$ cat config.mk
export PLATFORM = sky130hd
export DESIGN_NAME = load_store_unit
export DESIGN_NICKNAME = d
export VERILOG_FILES = /design/src/rtl/load_store_unit.sv
export SDC_FILE = /design/constraint.sdc
export NUM_CORES = 1
export LEC_CHECK = 0
export CORE_MARGIN = 5
export CORE_UTILIZATION = 63
export DETAILED_ROUTE_END_ITERATION = 7
export DONT_BUFFER_PORTS = 1
export PLACE_DENSITY = 0.88
export SETUP_SLACK_MARGIN = 0.5
export SYNTH_ARGS = -nofsm -noshare
export SYNTH_HDL_FRONTEND = slang
export SYNTH_SLANG_ARGS = --single-unit
$ cat constraint.sdc
create_clock -name clk -period 2 [get_ports clk]
set_input_delay 0.3 -clock clk [delete_from_list [all_inputs] [get_ports clk]]
set_output_delay 0.3 -clock clk [all_outputs]
set_load 0.01 [all_outputs]
$ cat src/rtl/load_store_unit.sv
// load_store_unit
//   Bridges a CPU load/store request port to a word-wide single-port memory.
//   Word stores write directly. Sub-word stores do a read-modify-write on the
//   containing word. Loads extract and extend the addressed lane. Misaligned
//   and illegal-size requests complete with resp_err and touch no memory.
//
// Ports
//   clk, rst_n                : clock, synchronous active-low reset
//   req_valid / req_ready     : request handshake (accepted when both high)
//   req_write                 : 1 = store, 0 = load
//   req_size                  : 00 byte, 01 halfword, 10 word, 11 illegal
//   req_unsigned              : zero-extend loads when 1, sign-extend when 0
//   req_addr                  : byte address
//   req_wdata                 : store data, right-aligned
//   resp_valid                : one-cycle completion pulse
//   resp_rdata                : extended load data (0 for stores/errors)
//   resp_err                  : misaligned or illegal-size request
//   Address                   : word-aligned memory address
//   WriteData                 : full word to memory
//   MemWrite / MemRead        : registered memory strobes
//   ReadData                  : memory read word
module load_store_unit #(
    parameter int unsigned READ_LAT = 0
) (
    input  logic        clk,
    input  logic        rst_n,
    input  logic        req_valid,
    output logic        req_ready,
    input  logic        req_write,
    input  logic [1:0]  req_size,
    input  logic        req_unsigned,
    input  logic [31:0] req_addr,
    input  logic [31:0] req_wdata,
    output logic        resp_valid,
    output logic [31:0] resp_rdata,
    output logic        resp_err,
    output logic [31:0] Address,
    output logic [31:0] WriteData,
    output logic        MemWrite,
    output logic        MemRead,
    input  logic [31:0] ReadData
);

    localparam logic [1:0] LAT = 2'(READ_LAT);

    typedef enum logic [1:0] {IDLE, RD, WR, RESP} state_t;

    state_t      r_state, w_state_nx;

    // Captured request fields
    logic [1:0]  r_lane;
    logic [1:0]  r_size;
    logic        r_write;
    logic        r_unsigned;
    logic [15:0] r_wdata;
    logic [1:0]  r_cnt, w_cnt_nx;

    // Registered outputs and their next values
    logic [31:0] r_address, w_address_nx;
    logic [31:0] r_write_data, w_write_data_nx;
    logic        r_mem_write, w_mem_write_nx;
    logic        r_mem_read, w_mem_read_nx;
    logic        r_resp_valid, w_resp_valid_nx;
    logic [31:0] r_resp_rdata, w_resp_rdata_nx;
    logic        r_resp_err, w_resp_err_nx;

    logic        w_accept;
    logic        w_req_bad;

    function automatic logic [31:0] extract(input logic [31:0] word,
                                            input logic [1:0]  size,
                                            input logic [1:0]  lane,
                                            input logic        uns);
        logic [31:0] sh;
        sh = word >> {lane, 3'b000};
        case (size)
            2'b00:   return {{24{~uns & sh[7]}}, sh[7:0]};
            2'b01:   return {{16{~uns & sh[15]}}, sh[15:0]};
            default: return word;
        endcase
    endfunction

    function automatic logic [31:0] merge(input logic [31:0] word,
                                          input logic [1:0]  size,
                                          input logic [1:0]  lane,
                                          input logic [15:0] wd);
        logic [31:0] mask;
        logic [31:0] data;
        if (size == 2'b00) begin
            mask = 32'h0000_00FF << {lane, 3'b000};
            data = {24'h0, wd[7:0]} << {lane, 3'b000};
        end else begin
            mask = 32'h0000_FFFF << {lane[1], 4'b0000};
            data = {16'h0, wd} << {lane[1], 4'b0000};
        end
        return (word & ~mask) | data;
    endfunction

    assign req_ready  = (r_state == IDLE) && rst_n;
    assign w_accept   = req_valid && req_ready;
    assign w_req_bad  = (req_size == 2'b11) ||
                        (req_size == 2'b01 && req_addr[0]) ||
                        (req_size == 2'b10 && req_addr[1:0] != 2'b00);

    assign Address    = r_address;
    assign WriteData  = r_write_data;
    assign MemWrite   = r_mem_write;
    assign MemRead    = r_mem_read;
    assign resp_valid = r_resp_valid;
    assign resp_rdata = r_resp_rdata;
    assign resp_err   = r_resp_err;

    always_comb begin
        w_state_nx      = r_state;
        w_cnt_nx        = r_cnt;
        w_address_nx    = r_address;
        w_write_data_nx = '0;
        w_mem_write_nx  = 1'b0;
        w_mem_read_nx   = 1'b0;
        w_resp_valid_nx = 1'b0;
        w_resp_rdata_nx = '0;
        w_resp_err_nx   = 1'b0;
        case (r_state)
            IDLE: begin
                if (w_accept) begin
                    w_address_nx = {req_addr[31:2], 2'b00};
                    w_cnt_nx     = '0;
                    if (w_req_bad) begin
                        w_state_nx      = RESP;
                        w_resp_valid_nx = 1'b1;
                        w_resp_err_nx   = 1'b1;
                    end else if (req_write && req_size == 2'b10) begin
                        w_state_nx      = WR;
                        w_mem_write_nx  = 1'b1;
                        w_write_data_nx = req_wdata;
                    end else begin
                        // Loads and sub-word stores both start with a read
                        w_state_nx    = RD;
                        w_mem_read_nx = 1'b1;
                    end
                end
            end
            RD: begin
                if (r_cnt == LAT) begin
                    // ReadData is consumed directly at this edge, so no
                    // separate read-word register is needed
                    if (r_write) begin
                        w_state_nx      = WR;
                        w_mem_write_nx  = 1'b1;
                        w_write_data_nx = merge(ReadData, r_size, r_lane, r_wdata);
                    end else begin
                        w_state_nx      = RESP;
                        w_resp_valid_nx = 1'b1;
                        w_resp_rdata_nx = extract(ReadData, r_size, r_lane, r_unsigned);
                    end
                end else begin
                    w_cnt_nx      = r_cnt + 2'd1;
                    w_mem_read_nx = 1'b1;
                end
            end
            WR: begin
                w_state_nx      = RESP;
                w_resp_valid_nx = 1'b1;
            end
            RESP: begin
                w_state_nx = IDLE;
            end
            default: begin
                w_state_nx = IDLE;
            end
        endcase
    end

    always_ff @(posedge clk) begin
        if (!rst_n) begin
            r_state      <= IDLE;
            r_lane       <= '0;
            r_size       <= '0;
            r_write      <= 1'b0;
            r_unsigned   <= 1'b0;
            r_wdata      <= '0;
            r_cnt        <= '0;
            r_address    <= '0;
            r_write_data <= '0;
            r_mem_write  <= 1'b0;
            r_mem_read   <= 1'b0;
            r_resp_valid <= 1'b0;
            r_resp_rdata <= '0;
            r_resp_err   <= 1'b0;
        end else begin
            r_state      <= w_state_nx;
            r_cnt        <= w_cnt_nx;
            r_address    <= w_address_nx;
            r_write_data <= w_write_data_nx;
            r_mem_write  <= w_mem_write_nx;
            r_mem_read   <= w_mem_read_nx;
            r_resp_valid <= w_resp_valid_nx;
            r_resp_rdata <= w_resp_rdata_nx;
            r_resp_err   <= w_resp_err_nx;
            if (w_accept) begin
                r_lane     <= req_addr[1:0];
                r_size     <= req_size;
                r_write    <= req_write;
                r_unsigned <= req_unsigned;
                r_wdata    <= req_wdata[15:0];
            end
        end
    end

endmodule
==> flow_metrics.env, run 1 <==
export IMPL_cts_sinks=124
export IMPL_die_w_um=101
export IMPL_cts_root_buf="clkbuf_8"
export IMPL_htree_levels=4
export IMPL_ys_seq_area_share_pct=47.4
export IMPL_ys_flop_type="dfxtp_1"
export IMPL_synth_top_cell_area_share_pct=47.4
export IMPL_async_flop_share_pct=0
export IMPL_track_usage_pct=66.9
export IMPL_netlist_area_um2=5240
export IMPL_syn_area_per_cell_um2=8.60
export IMPL_status="aborted with a tool error"
export IMPL_dieHeight_um=101
export IMPL_yosys_warnings=0
export IMPL_synth_top_area_cell="dfxtp_1"
export IMPL_synth_seq_cells=124
export IMPL_cts_buffers_inserted=17
export IMPL_overflow=5
export IMPL_clock_path_buffers=2
export IMPL_synth_edf_count=0
export IMPL_error_line="[ERROR GRT-0232] Routing congestion too high. Check the congestion heatmap in the GUI."
export IMPL_stop_stage="5_1_grt"
export IMPL_rows=33
export IMPL_synth_cells=609
export IMPL_pin_count=204
export IMPL_ys_types=52
export IMPL_worstEndpointType="register input"
export IMPL_place_congestion=0.960
export IMPL_netlist_top_cells_area="dfxtp_1 (47%), nand2_1 (10%), mux2_2 (3.9%)"
export IMPL_initial_core_util_pct=64.1
export IMPL_portBuffers=0
export IMPL_worst_endpoint="resp_rdata[29]$_SDFF_PP0_/D"
export IMPL_grt_max_degree=50
export IMPL_place_hpwl_um=11600
cell usage after synthesis (2+ instances only):
cell	instances
a21o_1	16
a21oi_1	38
a222oi_1	6
a22o_1	8
a22oi_1	7
a32o_1	8
and3_1	3
buf_1	5
buf_2	8
buf_4	3
clkbuf_1	29
dfxtp_1	124
ha_1	6
inv_1	8
mux2_2	18
mux2i_1	10
nand2_1	142
nand2b_1	10
nand3_1	35
nor2_1	11
nor2b_1	19
nor3_1	5
o211ai_1	9
o21a_1	2
o21ai_0	24
o22ai_1	25
o31ai_1	2
or2_2	2
or3_1	3
stage by stage:
stage / std cells / cell area [um2] / util, % / worst slack (ns) / hold WS (ns)
2_1_floorplan: 610 / 5300 / - / 0.211 / 0.399
3_3_place_gp: 693 / 5390 / 65.9 / 0.211 / 0.401
3_5_place_dp: 693 / 5390 / 65.9 / 0.119 / 0.405
4_1_cts: 840 / 7290 / 89.2 / 0.343 / 0.00132
layer usage:
layer / overflow / global-route usage, %
met3: 0 / 49.9
met2: 1 / 87.0
met5: 0 / 5.29
met1: 0 / 66.7
met4: 4 / 64.9
what timing repair did:
item | in CTS
hold buffers | 96
gates resized for setup | 59
hold endpoints to repair | 103
pin swaps | 10
setup endpoints to repair | 123
gates cloned | 5
setup buffers | 14
cell families after synthesis:
group	share of synthesized area, %
and+or+nand+nor	20.1
AOI/OAI and AO/OA	20.6
DFF	47.4
buffers and inverters	4.56
muxes	5.78
adders and majority gates	1.43
other	0.0716
==> inputs of run 2 (changes only) <==
--- a/config.mk
+++ b/config.mk
@@ -6,11 +6,10 @@
 export NUM_CORES = 1
 export LEC_CHECK = 0
 export CORE_MARGIN = 5
-export CORE_UTILIZATION = 63
+export CORE_UTILIZATION = 40
 export DETAILED_ROUTE_END_ITERATION = 7
 export DONT_BUFFER_PORTS = 1
-export PLACE_DENSITY = 0.88
-export SETUP_SLACK_MARGIN = 0.5
+export PLACE_DENSITY_LB_ADDON = 0.15
 export SYNTH_ARGS = -nofsm -noshare
 export SYNTH_HDL_FRONTEND = slang
 export SYNTH_SLANG_ARGS = --single-unit
==> run 2 against run 1 <==
  * The flow now finishes, with violations (design-rule violations)
  * Synthesized area unchanged
  * Synthesized cell count did not move
==> flow_metrics.env, run 2 <==
export IMPL_reg2reg_from="r_lane[0]$_SDFFE_PN0N_"
export IMPL_drt_iter0_drc=328
export IMPL_timing_max_cap_violations=0
export IMPL_insertion_delay_ns=0.41
export IMPL_syn_area_per_cell_um2=8.60
export IMPL_hold_viol_final=0
export IMPL_grt_pass1_wl_um=26800
export IMPL_slew_headroom_pct=59.7
export IMPL_hp_start="req_wdata[22]"
export IMPL_rows=41
export IMPL_dieHeight_um=124
export IMPL_fmaxAchievable_mhz=531
export IMPL_cp_data_arrival_time_ns=2.19
export IMPL_cts_sinks=124
export IMPL_worst_setup_path_end_kind="flop"
export IMPL_p_leak_uw=0.00270
export IMPL_pin_count=204
export IMPL_totalPowerFinal_uw=7860
export IMPL_drv_slew=0
export IMPL_overflow=0
export IMPL_setup_viol=0
export IMPL_initial_core_util_pct=41.2
export IMPL_fin_area_um2=6570
export IMPL_netlist_area_um2=5240
export IMPL_criticalPathCategory="flop to flop"
export IMPL_yosys_warnings=0
export IMPL_pre_cts_ws_ns=0.171
export IMPL_place_area_um2=5460
export IMPL_wire_per_inst_um=20.4
export IMPL_skew_ns=0.00474
export IMPL_synth_seq_cells=124
export IMPL_place_hpwl_um=12400
export IMPL_finalCriticalPeriod_ns=1.88
export IMPL_setup_worst_path_start="r_lane[0]$_SDFFE_PN0N_"
export IMPL_cts_tree="built"
export IMPL_drc=1
export IMPL_status="complete, but fails checks"
export IMPL_grt_pass1_vias=4757
export IMPL_instances_no_fill=849
export IMPL_yosys_cell_count_top_type="nand2_1"
export IMPL_track_usage_pct=22.0
export IMPL_tightest_slew_ns=0.603
export IMPL_p_per_area_nw_per_um2=1200
export IMPL_synth_edf_count=0
export IMPL_grt_max_degree=50
export IMPL_ys_seq_area_share_pct=47.4
export IMPL_layout_commonest_cell="nand2_1"
export IMPL_cp_max_fo=16
export IMPL_place_congestion=0.952
export IMPL_coreArea_um2=12700
export IMPL_via_per_inst=5.56
export IMPL_ir_worst_vdd_mv=0.504
export IMPL_die_w_um=124
export IMPL_antenna_found_initial=0
export IMPL_post_cts_buffers=0
export IMPL_final_layout_size_suffix_gt1_share_pct=12.9
export IMPL_drt_total_wl_um=17300
export IMPL_hold_path_class="input port to flop"
export IMPL_synth_top_area_cell="dfxtp_1"
export IMPL_cts_root_buf="clkbuf_16"
export IMPL_violations="design-rule violations"
export IMPL_period_share_pct=94.2
export IMPL_fin_ws_ns=0.116
export IMPL_syn2layout_area_growth_pct=25.5
export IMPL_synth_top_cell_area_share_pct=47.4
export IMPL_required_ns=2.30
export IMPL_netlist_top_cells_count="nand2_1 (142), dfxtp_1 (124), a21oi_1 (38)"
export IMPL_ys_types=52
export IMPL_portBuffers=0
export IMPL_async_flop_share_pct=0
export IMPL_clk_pin_slew_worst_paths_ns=0.05
export IMPL_dp_cells=763
export IMPL_cts_buffers_inserted=17
export IMPL_diodes=0
export IMPL_htree_levels=4
export IMPL_synth_cells=609
export IMPL_die_area_um2=15500
export IMPL_routed_via_count=4723
export IMPL_final_cell_mix="nand2_1 (142), dfxtp_1 (124), dlygate4sd3_1 (54)"
export IMPL_rsz0062_at_grt="yes"
export IMPL_ys_flop_type="dfxtp_1"
export IMPL_clock_path_buffers=2
export IMPL_setup_tns_ns=0
export IMPL_drt_pass1_iter_count=7
export IMPL_start_kind="flop"
export IMPL_final_nets=773
export IMPL_netlist_top_cells_area="dfxtp_1 (47%), nand2_1 (10%), mux2_2 (3.9%)"
export IMPL_antenna_left=0
## run 2: cell counts after synthesis
Identical to the previous run, type by type.
## run 2: path summary, 6_finish.rpt
check,end,slack [ns],cells after the start
setup / recovery,resp_rdata[27]$_SDFF_PP0_,0.12,5
hold / removal,WriteData[22]$_SDFF_PN0_,0.02,2
setup reg to reg,resp_rdata[27]$_SDFF_PP0_,0.12,5
hold reg to reg,r_wdata[15]$_SDFFE_PN0N_,0.45,2
## run 2: cells by family after synthesis
group | share of synthesized area [%]
and+or+nand+nor | 20.1
AOI/OAI and AO/OA | 20.6
DFF | 47.4
buffers and inverters | 4.56
muxes | 5.78
adders and majority gates | 1.43
other | 0.0716
## run 2: what timing repair did
item	CTS	global route
gates resized for setup	0	0
hold buffers	54	0
endpoints found under the hold margin	54	0
setup endpoints to repair	0	1
## run 2: metrics by stage
stage | hold slack, ns | utilization, %
3_5_place_dp | 0.405 | 42.9
6_report | 0.0235 | 51.7
5_1_grt | 0.00173 | 51.7
2_1_floorplan | 0.399 | -
3_3_place_gp | 0.401 | 42.9
4_1_cts | 0.000214 | 51.7
## run 2: worst max-delay path, cell delays in order, from the launching register on
cell and delay [ns]:
dfxtp_1 0.52, mux2_2 0.40, a2bb2oi_1 0.33, a2111oi_4 0.13, buf_4 0.22, a21o_1 0.17
## run 2: layout make-up
class,count,area [um2]
Clock buffer,23,508
Clock inverter,9,61.3
Fill cell,1230,6150
Inverter,10,37.5
Multi-Input combinational cell,430,2530
Sequential cell,124,2480
Tap cell,172,215
Timing Repair Buffer,81,743
## run 2: report_power, final
part / internal (uW) / switching [uW]
sequential: 2790 / 343
clock: 1770 / 1090
combinational: 784 / 1080
## run 2: per-layer routing
layer | share of wire [%] | track usage [%]
met5 | 0 | 0
met4 | 1.6 | 8.12
met3 | 9.3 | 9.52
met2 | 49 | 36.4
met1 | 40 | 25.3
Note: power is estimated with default switching activity, not from simulation.
==> inputs of run 3 (changes only) <==
--- a/config.mk
+++ b/config.mk
@@ -5,7 +5,7 @@
 export SDC_FILE = /design/constraint.sdc
 export NUM_CORES = 1
 export LEC_CHECK = 0
-export CORE_MARGIN = 5
+export CAP_MARGIN = 20
 export CORE_UTILIZATION = 40
 export DETAILED_ROUTE_END_ITERATION = 7
 export DONT_BUFFER_PORTS = 1
==> run 3 against run 2 <==
  * The flow now finishes without violations
  * Non-clock buffer count increased by 2
  * Register-to-register slack improved by 0.04 ns
  * Core utilization increased by 0.26 points
  * Design area about the same
  * Clock power about the same
  * Critical path type unchanged
  * Critical endpoint is now WriteData[15]$_SDFF_PN0_
==> flow_metrics.env, run 3 (same netlist as run 2, synthesis figures left out) <==
export IMPL_status="completed"
export IMPL_portBuffers=0
export IMPL_initial_core_util_pct=41.3
export IMPL_place_hpwl_um=11900
export IMPL_cts_tree="built"
export IMPL_grt_pass1_vias=4577
export IMPL_final_cell_mix="nand2_1 (142), dfxtp_1 (124), dlygate4sd3_1 (52)"
export IMPL_final_layout_size_suffix_gt1_share_pct=12.9
export IMPL_track_usage_pct=24.2
export IMPL_hold_viol_final=0
export IMPL_post_cts_buffers=0
export IMPL_cts_root_buf="clkbuf_16"
export IMPL_start_kind="flop"
export IMPL_finalCriticalPeriod_ns=1.84
export IMPL_swShare_pct=31.1
export IMPL_cp_data_arrival_time_ns=2.14
export IMPL_ctsResizeCount=0
export IMPL_pwr_share_seq_pct=39.8
export IMPL_die_area_um2=13600
export IMPL_setup_viol=0
export IMPL_syn2layout_area_growth_pct=25.6
export IMPL_period_share_pct=92.0
export IMPL_overflow=0
export IMPL_totalPowerFinal_uw=7850
export IMPL_via_per_inst=5.51
export IMPL_path_cells="inv_1 > ha_1 > and3_2 > buf_4 > nand2_1 > o22ai_1"
export IMPL_cts_buffers_inserted=17
export IMPL_place_congestion=0.887
export IMPL_power_share_clock_pct=36.3
export IMPL_drc=0
export IMPL_clk_pin_slew_worst_paths_ns=0.05
export IMPL_r2r_slack_ns=0.16
export IMPL_drt_pass1_iter_count=7
export IMPL_htree_levels=4
export IMPL_rsz0062_at_grt="no"
export IMPL_p_leak_uw=0.00272
export IMPL_grt_pass1_wl_um=24100
export IMPL_fin_ws_ns=0.160
export IMPL_drt_total_wl_um=16400
export IMPL_p_sw_uw=2440
export IMPL_drv_slew=0
export IMPL_hold_path_class="input port to flop"
export IMPL_p_per_area_nw_per_um2=1190
export IMPL_grt_max_degree=42
export IMPL_cp_slowest_stage_delay_ns=0.32
export IMPL_wire_per_inst_um=19.3
export IMPL_ctsHoldBuffers=52
export IMPL_insertion_delay_ns=0.41
export IMPL_pre_cts_ws_ns=0.184
export IMPL_criticalPathCategory="flop to flop"
export IMPL_fmaxAchievable_mhz=543
export IMPL_timing_max_cap_violations=0
export IMPL_cp_max_fo=29
export IMPL_dieHeight_um=116
export IMPL_antenna_found_initial=0
export IMPL_die_w_um=116
export IMPL_crit_buf_inv=2
export IMPL_nFillCells=1169
export IMPL_coreArea_um2=12700
export IMPL_cp_top_family="simple AND/OR/NAND/NOR gates"
export IMPL_pin_count=204
export IMPL_power_frac_comb_pct=23.9
export IMPL_rows=41
export IMPL_skew_ns=0.00889
export IMPL_final_nets=775
export IMPL_diodes=0
export IMPL_drt_iter0_drc=295
export IMPL_required_ns=2.30
export IMPL_antenna_left=0
export IMPL_setup_tns_ns=0
export IMPL_internal_power_uw=5410
export IMPL_layout_commonest_cell="nand2_1"
export IMPL_cts_sinks=124
export IMPL_cpMaxStageDelayCell="dfxtp_1"
export IMPL_routed_via_count=4678
export IMPL_ir_worst_vdd_mv=0.538
export IMPL_clock_path_buffers=2
export IMPL_worst_setup_path_end_kind="flop"
run 3: area by class of cell:
type                       instances  area (um2)  area share, %
multi-input combinational        430        2530           38.4
sequential                       124        2480           37.7
timing repair buffer              83         766           11.6
clock buffer                      23         488           7.42
tap                              172         215           3.27
clock inverter                     7        65.1          0.989
inverter                          10        37.5          0.570
run 3: worst register-to-register path: cells and delay by family (launching register included):
| kind | cells | cell delay [ns] |
|---|---|---|
| AOI/OAI and AO/OA | 1 | 0.28 |
| adders and majority gates | 1 | 0.27 |
| buffers and inverters | 2 | 0.41 |
| DFF | 1 | 0.32 |
| and+or+nand+nor | 2 | 0.43 |
run 3: path summary, 6_finish.rpt:
check | cells after the start | endpoint | startpoint
worst min register to register | 2 | r_wdata[8]$_SDFFE_PN0N_ | r_wdata[8]$_SDFFE_PN0N_
worst max-delay path | 6 | WriteData[15]$_SDFF_PN0_ | r_state[1]$_SDFFE_PN0P_
worst min-delay path | 1 | resp_rdata[27]$_SDFF_PP0_ | ReadData[27]
worst max register to register | 6 | WriteData[15]$_SDFF_PN0_ | r_state[1]$_SDFFE_PN0P_
run 3: power groups by stage:
stage | Sequential [uW] | Clock [uW] | Combinational, uW
floorplan | 3080 | 0 | 1350
global placement | 3170 | 0 | 1730
global route | 3160 | 3030 | 2070
finish | 3130 | 2850 | 1880
detailed placement | 3170 | 0 | 1780
CTS | 3130 | 2920 | 1870
run 3: layer usage:
layer | GRT usage [%] | up-vias | share of wire, %
met5 | 0 | - | 0
met4 | 9.49 | 0 | 1.5
met3 | 7.99 | 22 | 8.0
met2 | 40.3 | 202 | 48
met1 | 28.8 | 2195 | 42
li1 | - | 2259 | -
run 3: per-stage QoR:
stage | util (%) | std cells | cell area (um2) | hold WS, ns
finish | 51.9 | 849 | 6580 | 0.0192
global route | 51.9 | 849 | 6580 | 0.00360
CTS | 51.9 | 849 | 6580 | 0.00234
detailed placement | 43.5 | 767 | 5510 | 0.404
global placement | 43.5 | 767 | 5510 | 0.401
floorplan | - | 610 | 5240 | 0.399
==> inputs of run 4 (changes only) <==
--- a/config.mk
+++ b/config.mk
@@ -7,6 +7,7 @@
 export LEC_CHECK = 0
 export CAP_MARGIN = 20
 export CORE_UTILIZATION = 40
+export CTS_CLUSTER_DIAMETER = 80
 export DETAILED_ROUTE_END_ITERATION = 7
 export DONT_BUFFER_PORTS = 1
 export PLACE_DENSITY_LB_ADDON = 0.15
==> results of run 4 <==
The final DEF is identical to that of run 3; final timing and power are the same.
